===== src/rtl/alu64bit_seq_responder.sv =====
// Sequential 64-bit NOR/XOR/ADD/SUB service that iterates one SLICE_W-bit slice per cycle.
// Optional feature macro ALU_SEQ_OVF_EN adds the registered signed-overflow output rsp_ovf.
module alu64bit_seq_responder #(
  parameter int SLICE_W = 16
) (
  input  logic        clk,
  input  logic        rst,
  input  logic        req_valid,
  output logic        req_ready,
  input  logic [63:0] req_a,
  input  logic [63:0] req_b,
  input  logic        req_cin,
  input  logic [1:0]  req_op,
  output logic        rsp_valid,
  input  logic        rsp_ready,
  output logic [63:0] rsp_s,
  output logic        rsp_cout
`ifdef ALU_SEQ_OVF_EN
  ,
  output logic        rsp_ovf
`endif
);

  localparam int NSLICE = 64 / SLICE_W;
  localparam int CNT_W  = (NSLICE > 1) ? $clog2(NSLICE) : 1;

  if (SLICE_W != 1 && SLICE_W != 2 && SLICE_W != 4 && SLICE_W != 8 &&
      SLICE_W != 16 && SLICE_W != 32 && SLICE_W != 64) begin : g_bad_slice_w
    $error("alu64bit_seq_responder: SLICE_W must be 1, 2, 4, 8, 16, 32 or 64");
  end

  typedef enum logic [1:0] {IDLE, BUSY, DONE} state_t;
  typedef enum logic [1:0] {OP_NOR = 2'b00, OP_XOR = 2'b01, OP_ADD = 2'b10, OP_SUB = 2'b11} op_t;

  state_t             state;
  op_t                op_q;
  logic [63:0]        a_q;
  logic [63:0]        b_q;
  logic               carry;
  logic [CNT_W-1:0]   cnt;

  logic [5:0]         base;
  logic [SLICE_W-1:0] a_sl;
  logic [SLICE_W-1:0] b_sl;
  logic [SLICE_W-1:0] b_eff;
  logic [SLICE_W-1:0] slice_s;
  logic [SLICE_W:0]   slice_sum;
  logic               arith;
  logic               last;

  assign req_ready = (state == IDLE);

  // One slice of the datapath; SUB reuses the adder with b inverted.
  always_comb begin
    base      = 6'(cnt) * 6'(SLICE_W);
    a_sl      = a_q[base +: SLICE_W];
    b_sl      = b_q[base +: SLICE_W];
    arith     = op_q[1];
    b_eff     = (op_q == OP_SUB) ? ~b_sl : b_sl;
    slice_sum = {1'b0, a_sl} + {1'b0, b_eff} + {{SLICE_W{1'b0}}, carry};
    last      = (cnt == CNT_W'(NSLICE - 1));
    case (op_q)
      OP_NOR:  slice_s = ~(a_sl | b_sl);
      OP_XOR:  slice_s = a_sl ^ b_sl;
      default: slice_s = slice_sum[SLICE_W-1:0];
    endcase
  end

`ifdef ALU_SEQ_OVF_EN
  logic b63_eff;
  logic ovf_next;

  // Only meaningful on the last slice, where slice_s holds bit 63 of the result.
  always_comb begin
    b63_eff  = (op_q == OP_SUB) ? ~b_q[63] : b_q[63];
    ovf_next = arith && (a_q[63] == b63_eff) && (slice_s[SLICE_W-1] != a_q[63]);
  end
`endif

  always_ff @(posedge clk or posedge rst) begin
    if (rst) begin
      state     <= IDLE;
      op_q      <= OP_NOR;
      a_q       <= '0;
      b_q       <= '0;
      carry     <= 1'b0;
      cnt       <= '0;
      rsp_s     <= '0;
      rsp_cout  <= 1'b0;
      rsp_valid <= 1'b0;
`ifdef ALU_SEQ_OVF_EN
      rsp_ovf   <= 1'b0;
`endif
    end else begin
      case (state)
        IDLE: begin
          if (req_valid) begin
            a_q   <= req_a;
            b_q   <= req_b;
            op_q  <= op_t'(req_op);
            carry <= req_op[1] & req_cin;
            cnt   <= '0;
            state <= BUSY;
          end
        end
        BUSY: begin
          rsp_s[base +: SLICE_W] <= slice_s;
          carry <= arith & slice_sum[SLICE_W];
          cnt   <= cnt + CNT_W'(1);
          if (last) begin
            cnt       <= '0;
            rsp_cout  <= arith & slice_sum[SLICE_W];
            rsp_valid <= 1'b1;
            state     <= DONE;
`ifdef ALU_SEQ_OVF_EN
            rsp_ovf   <= ovf_next;
`endif
          end
        end
        DONE: begin
          if (rsp_ready) begin
            rsp_valid <= 1'b0;
            state     <= IDLE;
          end
        end
        default: state <= IDLE;
      endcase
    end
  end

endmodule


===== config.mk =====
export PLATFORM = sky130hd
export DESIGN_NAME = alu64bit_seq_responder
export DESIGN_NICKNAME = d
export VERILOG_FILES = /design/src/rtl/alu64bit_seq_responder.sv
export SDC_FILE = /design/constraint.sdc
export NUM_CORES = 1
export LEC_CHECK = 0
export BUFFER_PORTS_ARGS = -buffer_cell sky130_fd_sc_hd__buf_4
export CAP_MARGIN = 30
export CORE_UTILIZATION = 52
export CTS_BUF_LIST = sky130_fd_sc_hd__clkbuf_8
export CTS_CLUSTER_SIZE = 12
export DETAILED_ROUTE_END_ITERATION = 8
export PLACE_DENSITY = 0.84
export SYNTH_ARGS = -nofsm -noshare
export SYNTH_HDL_FRONTEND = slang
export SYNTH_SLANG_ARGS = --single-unit

===== constraint.sdc =====
create_clock -name clk -period 5.97 [get_ports clk]
set_clock_uncertainty 0.1 [all_clocks]
set_input_delay 0.2985 -clock clk [delete_from_list [all_inputs] [get_ports clk]]
set_output_delay 0.2985 -clock clk [all_outputs]
set_load 0.05 [all_outputs]

Word level (Yosys, flattened, before mapping). Index checks and enable logic that the tools add are counted.

Register bits: 201. Word-level logic and storage cells: 55. Output and inout bits: 67. Bits of input ports: 135.

Add/sub/neg operators: 4. Shift-type cells: 4. Eq/ne operators: 8. Mux-type cells: 15. Bitwise operators: 6. Reductions and logical operators: 9.

Operators by type and width (count): $shiftx 64x7->16 (2); $bwmux 64 (1); $shift 16x8->64 const A (1); $shiftx 16x8->64 (1); $not 16->16 (2); $pmux 16 s2 (1); $add 16x16->17 (1); $add 17x1->17 (1); $mux 16 (1); $or 16x16->16 (1); $xor 16x16->16 (1); $mux 2 (5); $neg 6->8 (1); $eq 2x2->1 const B (3); $ne 2x2->1 const B (3); $pmux 2 s3 (1); $reduce_and 2->1 (3); $reduce_and 3->1 (2); $eq 2x1->1 const B (2); $logic_not 2->1 (2); $pmux 1 s2 (2); $pmux 2 s2 (1); $reduce_bool 2->1 (2); $mux 1 (3); 2 further kinds (3).

Depth between registers and ports, before layout.
Word-level depth: 8. Gate-level depth with buffers: 13.

Worst setup path after synthesis. OpenSTA, ideal clock, no wires.

Kind: register -> register. Start point: register cnt[0]. End point: register rsp_s[31]. Cell stages (with the launch flop): 12. Library setup time: 0.121 ns. Period minus slack after synthesis: 3.612 ns. Setup slack: 2.358 ns. Data required time: 5.749 ns. Data arrival time: 3.391 ns. Cell sequence: dfrtp_1 buf_1 mux4_2 xnor2_1 ha_1 buf_6 a21oi_4 nor2_1 or4b_1 o32a_1 a31o_1 a22o_1.

Cells in the longest elaborated chain, start to end: 8. Elaborated cells on any way between the ends: 14. Those cells by class: 3 x add/sub; 4 x shift; 3 x mux; 4 x bitwise.

Ends and longest elaborated chain: start: declaration (line 40) `logic [CNT_W-1:0] cnt;`; start signal: assignment (line 109) `cnt <= cnt + CNT_W'(1);`; $shiftx 64x7->16 (line 57) `b_sl = b_q[base +: SLICE_W];`; $not 16->16 (line 59) `b_eff = (op_q == OP_SUB) ? ~b_sl : b_sl;`; $mux 16 (line 59); $add 16x16->17 (line 60) `slice_sum = {1'b0, a_sl} + {1'b0, b_eff} + {{SLICE_W{1'b0}}, carry};`; $add 17x1->17 (line 60); $pmux 16 s2 (line 62) `case (op_q)`; $shiftx 16x8->64 (line 107) `rsp_s[base +: SLICE_W] <= slice_s;`; $bwmux 64 * (line 107); end signal: indexed assignment (line 107); end: declaration (line 16) `output logic [63:0] rsp_s,`.

Mark *: on every way between the ends. The rest lies on a longest branch, timed or not. A chain may end at the register's enable or synchronous reset.

Worst setup path after layout.
Start point: register cnt[0]. End point: register rsp_s[14].

The elaborated chain is that of the path after synthesis.

==> results.yml <==
status:
  status: "complete, no violations"
cts:
  cts_buffers: 31
  worstSkewPairLatency_ns: 0.61
  cts_tree: "yes"
  htree_levels: 1
  cts-root-buf: "clkbuf_8"
  clock_path_buffers: 3
  cts_sinks: 201
  cts.clk_slew.worst_paths_ns: 0.07
placed_design:
  placed_area_mm2: 0.01158
  port-buffer-count: 201
  dp_hpwl_mm: 18.42
  gp_congestion: 0.9090
pwr:
  power.total_mw: 9.093
  irDropWorstVdd_v: 0.0005517
  p_per_area_mw_per_mm2: 668.6
  leakage_nw: 6.947
sta:
  holdWs_ns: 0.2558
  fmax_mhz: 224.2
  fin_crit_sh: 0.7471
  period_minus_slack_ns: 4.460
  slew_headroom: 0.3696
  hold_viol_final: 0
  worst_pin_slew_ns: 0.9457
  fin_tns_setup_ns: 0
  finalSetupViolations: 0
  drv_slew: 0
  rsz0062_at_grt: "false"
detailed_routing:
  avgRoutedWirePerCell_um: 19.80
  route.final.wire_length_mm: 32.41
  drt_iter0_drc: 684
  vias: 9341
  via_per_inst: 5.706
  drc: 0
  ant_nets: 0
  drtPass1Iterations: 7
synth:
  synth_cell_types: 54
  ys.flop_type: "dfrtp_1"
  synth-seq-cells: 201
  synth_nets: 1231
  yosysSeqAreaShare: 0.5069
  yosys_warnings: 0
  avgSynthCellArea_um2: 9.387
  async_reset_ff_frac: 1.000
  syn_inst: 1057
  synth_edf_count: 0
  mappedNetlistArea_mm2: 0.009922
cells_and_area:
  nets: 1552
  drive_above_1_share: 0.2148
  fin_area_mm2: 0.01360
  nFillCells: 1205
  syn_to_final_growth_pct: 37.06
worst_setup_path:
  critical_path_class: "flip-flop to flip-flop"
  cp-end-kind: "flip-flop"
  start_kind: "flip-flop"
  cp.arrival_ns: 4.80
  worstPathRequired_ns: 6.31
  worstPathMaxFanout: 26
die:
  io_pins: 202
  die_x_um: 140.1
  core.rowCount: 50
  start_util: 0.5304
  coreArea_mm2: 0.01871
  fp.dieArea_mm2: 0.01964
  fp.dieH_um: 140.1
global_routing:
  grt_first_pass_wirelength_mm: 50.83
  antenna_found_initial: 3
  grt_pass1_vias: 9447
  track_usage: 0.3384
  overflow: 0
  grt_start_max_net_pins: 138
flow_run:
  maxCapViolCount: 0
hold_path:
  hold_class: "primary input to flip-flop"
-- registers in the layout, summed over array words and instances, names as in the netlist --
name and flops:
a_q 64, cnt 2, state 2, rsp_valid 1
carry 1, rsp_s 64, rsp_cout 1, op_q 2
b_q 64
-- cell type report --
type | instances | area [um^2] | share of cell area
repair buffers | 342 | 2900 | 0.2133
well taps | 234 | 292.8 | 0.02153
inverters | 40 | 157.7 | 0.01159
multi-input cells | 762 | 4533 | 0.3333
clock inverters | 16 | 127.6 | 0.009384
flip-flops and latches | 201 | 5032 | 0.3700
clock buffers | 40 | 550.5 | 0.04048
diodes | 2 | 5.005 | 0.0003680
-- report_power, final --
group          leakage [nW]  total [mW]  switching, mW  internal (mW)
Clock                 0.383        1.28          0.586          0.689
Combinational          3.98        5.37           3.37           2.01
Sequential             2.58        2.44          0.486           1.96
Total                  6.95        9.09           4.44           4.65
-- routing by layer --
| metal | global-route usage | vias to the layer above | wire length [um] |
|---|---|---|---|
| met5 | 0 | - | 13 |
| met3 | 0.06051 | 149 | 2721 |
| li1 | - | 4162 | - |
| met1 | 0.4168 | 4466 | 11980 |
| met2 | 0.5582 | 562 | 15620 |
| met4 | 0.2076 | 2 | 2070 |
-- worst max-delay path, cell delays in order (launching register included) --
cell       delay [ns]
dfrtp_2          0.92
buf_4            0.45
mux4_2           0.57
xnor2_1          0.22
inv_1            0.09
fa_1             0.45
nor2b_1          0.20
o2111ai_1        0.20
a211o_1          0.34
a21bo_2          0.22
a31oi_1          0.36
o21ai_0          0.16
-- layout by cell type (no fill, tap or decap), types with 3 or more instances in the layout --
| cell | synthesis | routed |
|---|---|---|
| nand2_1 | 450 | 449 |
| buf_4 | 0 | 209 |
| dfrtp_1 | 201 | 199 |
| dlygate4sd3_1 | 0 | 133 |
| o21ai_0 | 51 | 51 |
| inv_1 | 40 | 46 |
| clkbuf_8 | 0 | 40 |
| ha_1 | 37 | 37 |
| mux4_2 | 32 | 32 |
| a21oi_1 | 24 | 24 |
| a22o_1 | 24 | 24 |
| nor2_1 | 23 | 23 |
| xnor2_1 | 21 | 21 |
| mux2i_1 | 12 | 12 |
| nor2b_1 | 7 | 7 |
| clkinv_2 | 0 | 6 |
| a21o_1 | 5 | 5 |
| nand2b_1 | 5 | 5 |
| a31oi_1 | 5 | 5 |
| o211ai_1 | 4 | 4 |
| a22oi_1 | 4 | 4 |
| or3_1 | 4 | 4 |
| o21a_1 | 4 | 4 |
| nand3_1 | 4 | 4 |
| a211oi_1 | 4 | 4 |
| o31ai_1 | 3 | 3 |
-- path summary, 6_finish.rpt --
kind / startpoint / to / slack, ns / cells past startpoint
setup / recovery: cnt[0]$_DFFE_PP0P_ / rsp_s[14]$_DFFE_PP0P_ / 1.51 / 11
hold / removal: req_valid / b_q[15]$_DFFE_PP0P_ / 0.26 / 4
setup reg to reg: cnt[0]$_DFFE_PP0P_ / rsp_s[14]$_DFFE_PP0P_ / 1.51 / 11
hold reg to reg: b_q[39]$_DFFE_PP0P_ / b_q[39]$_DFFE_PP0P_ / 0.37 / 2
max in group asynchronous: rst / cnt[0]$_DFFE_PP0P_ / 3.95 / 4
min in group asynchronous: rst / a_q[5]$_DFFE_PP0P_ / 0.36 / 3
-- cell usage after synthesis, drive strengths merged (2+ instances only) --
cell     instances  area share
a21oi           26       0.015
nand2b           5      0.0032
o211ai           4      0.0030
buf             16      0.0077
nor2b            7      0.0044
and4             2      0.0019
o21a             4      0.0030
a21o             5      0.0038
nand2          450        0.17
and2             3      0.0019
a21bo            2      0.0020
o31ai            3      0.0023
inv             40       0.015
a31oi            5      0.0032
and3             2      0.0013
fa               2      0.0040
xnor2           21       0.019
ha              37       0.047
dfrtp          201        0.51
nor4             2      0.0013
a22o            24       0.021
or3              4      0.0025
nand3            4      0.0020
nor2            23      0.0087
a211oi           4      0.0030
o2111ai          2      0.0018
o21ai           53       0.027
clkbuf          38       0.014
a22oi            4      0.0030
mux2i           12       0.012
a211o            2      0.0018
mux4            32       0.073
nand3b           2      0.0015
nor3             2      0.0010
-- metrics by stage --
step,util,std cells,worst slack (ns)
global route,0.7270,1637,1.242
CTS,0.7268,1635,1.563
floorplan,-,1057,0.08914
detailed placement,0.6193,1446,1.599
global placement,0.6193,1446,1.709
finish,0.7270,1637,1.510
-- cells by family after synthesis --
| logic type | after synthesis | share of synthesized area |
|---|---|---|
| AO/OA/AOI/OAI | 144 | 0.09483 |
| AND/OR/NAND/NOR | 513 | 0.2062 |
| multiplexers | 44 | 0.08474 |
| buffers and inverters | 94 | 0.03720 |
| XOR/XNOR | 22 | 0.01942 |
| adder cells (fa/ha/maj) | 39 | 0.05069 |
| flip-flops | 201 | 0.5069 |
-- what timing repair did --
action,CTS,global route
buffers inserted,0,0
hold endpoints to repair,269,0
hold buffers,133,0
gates resized for setup,0,0
Power figures use the tool's default switching activity.
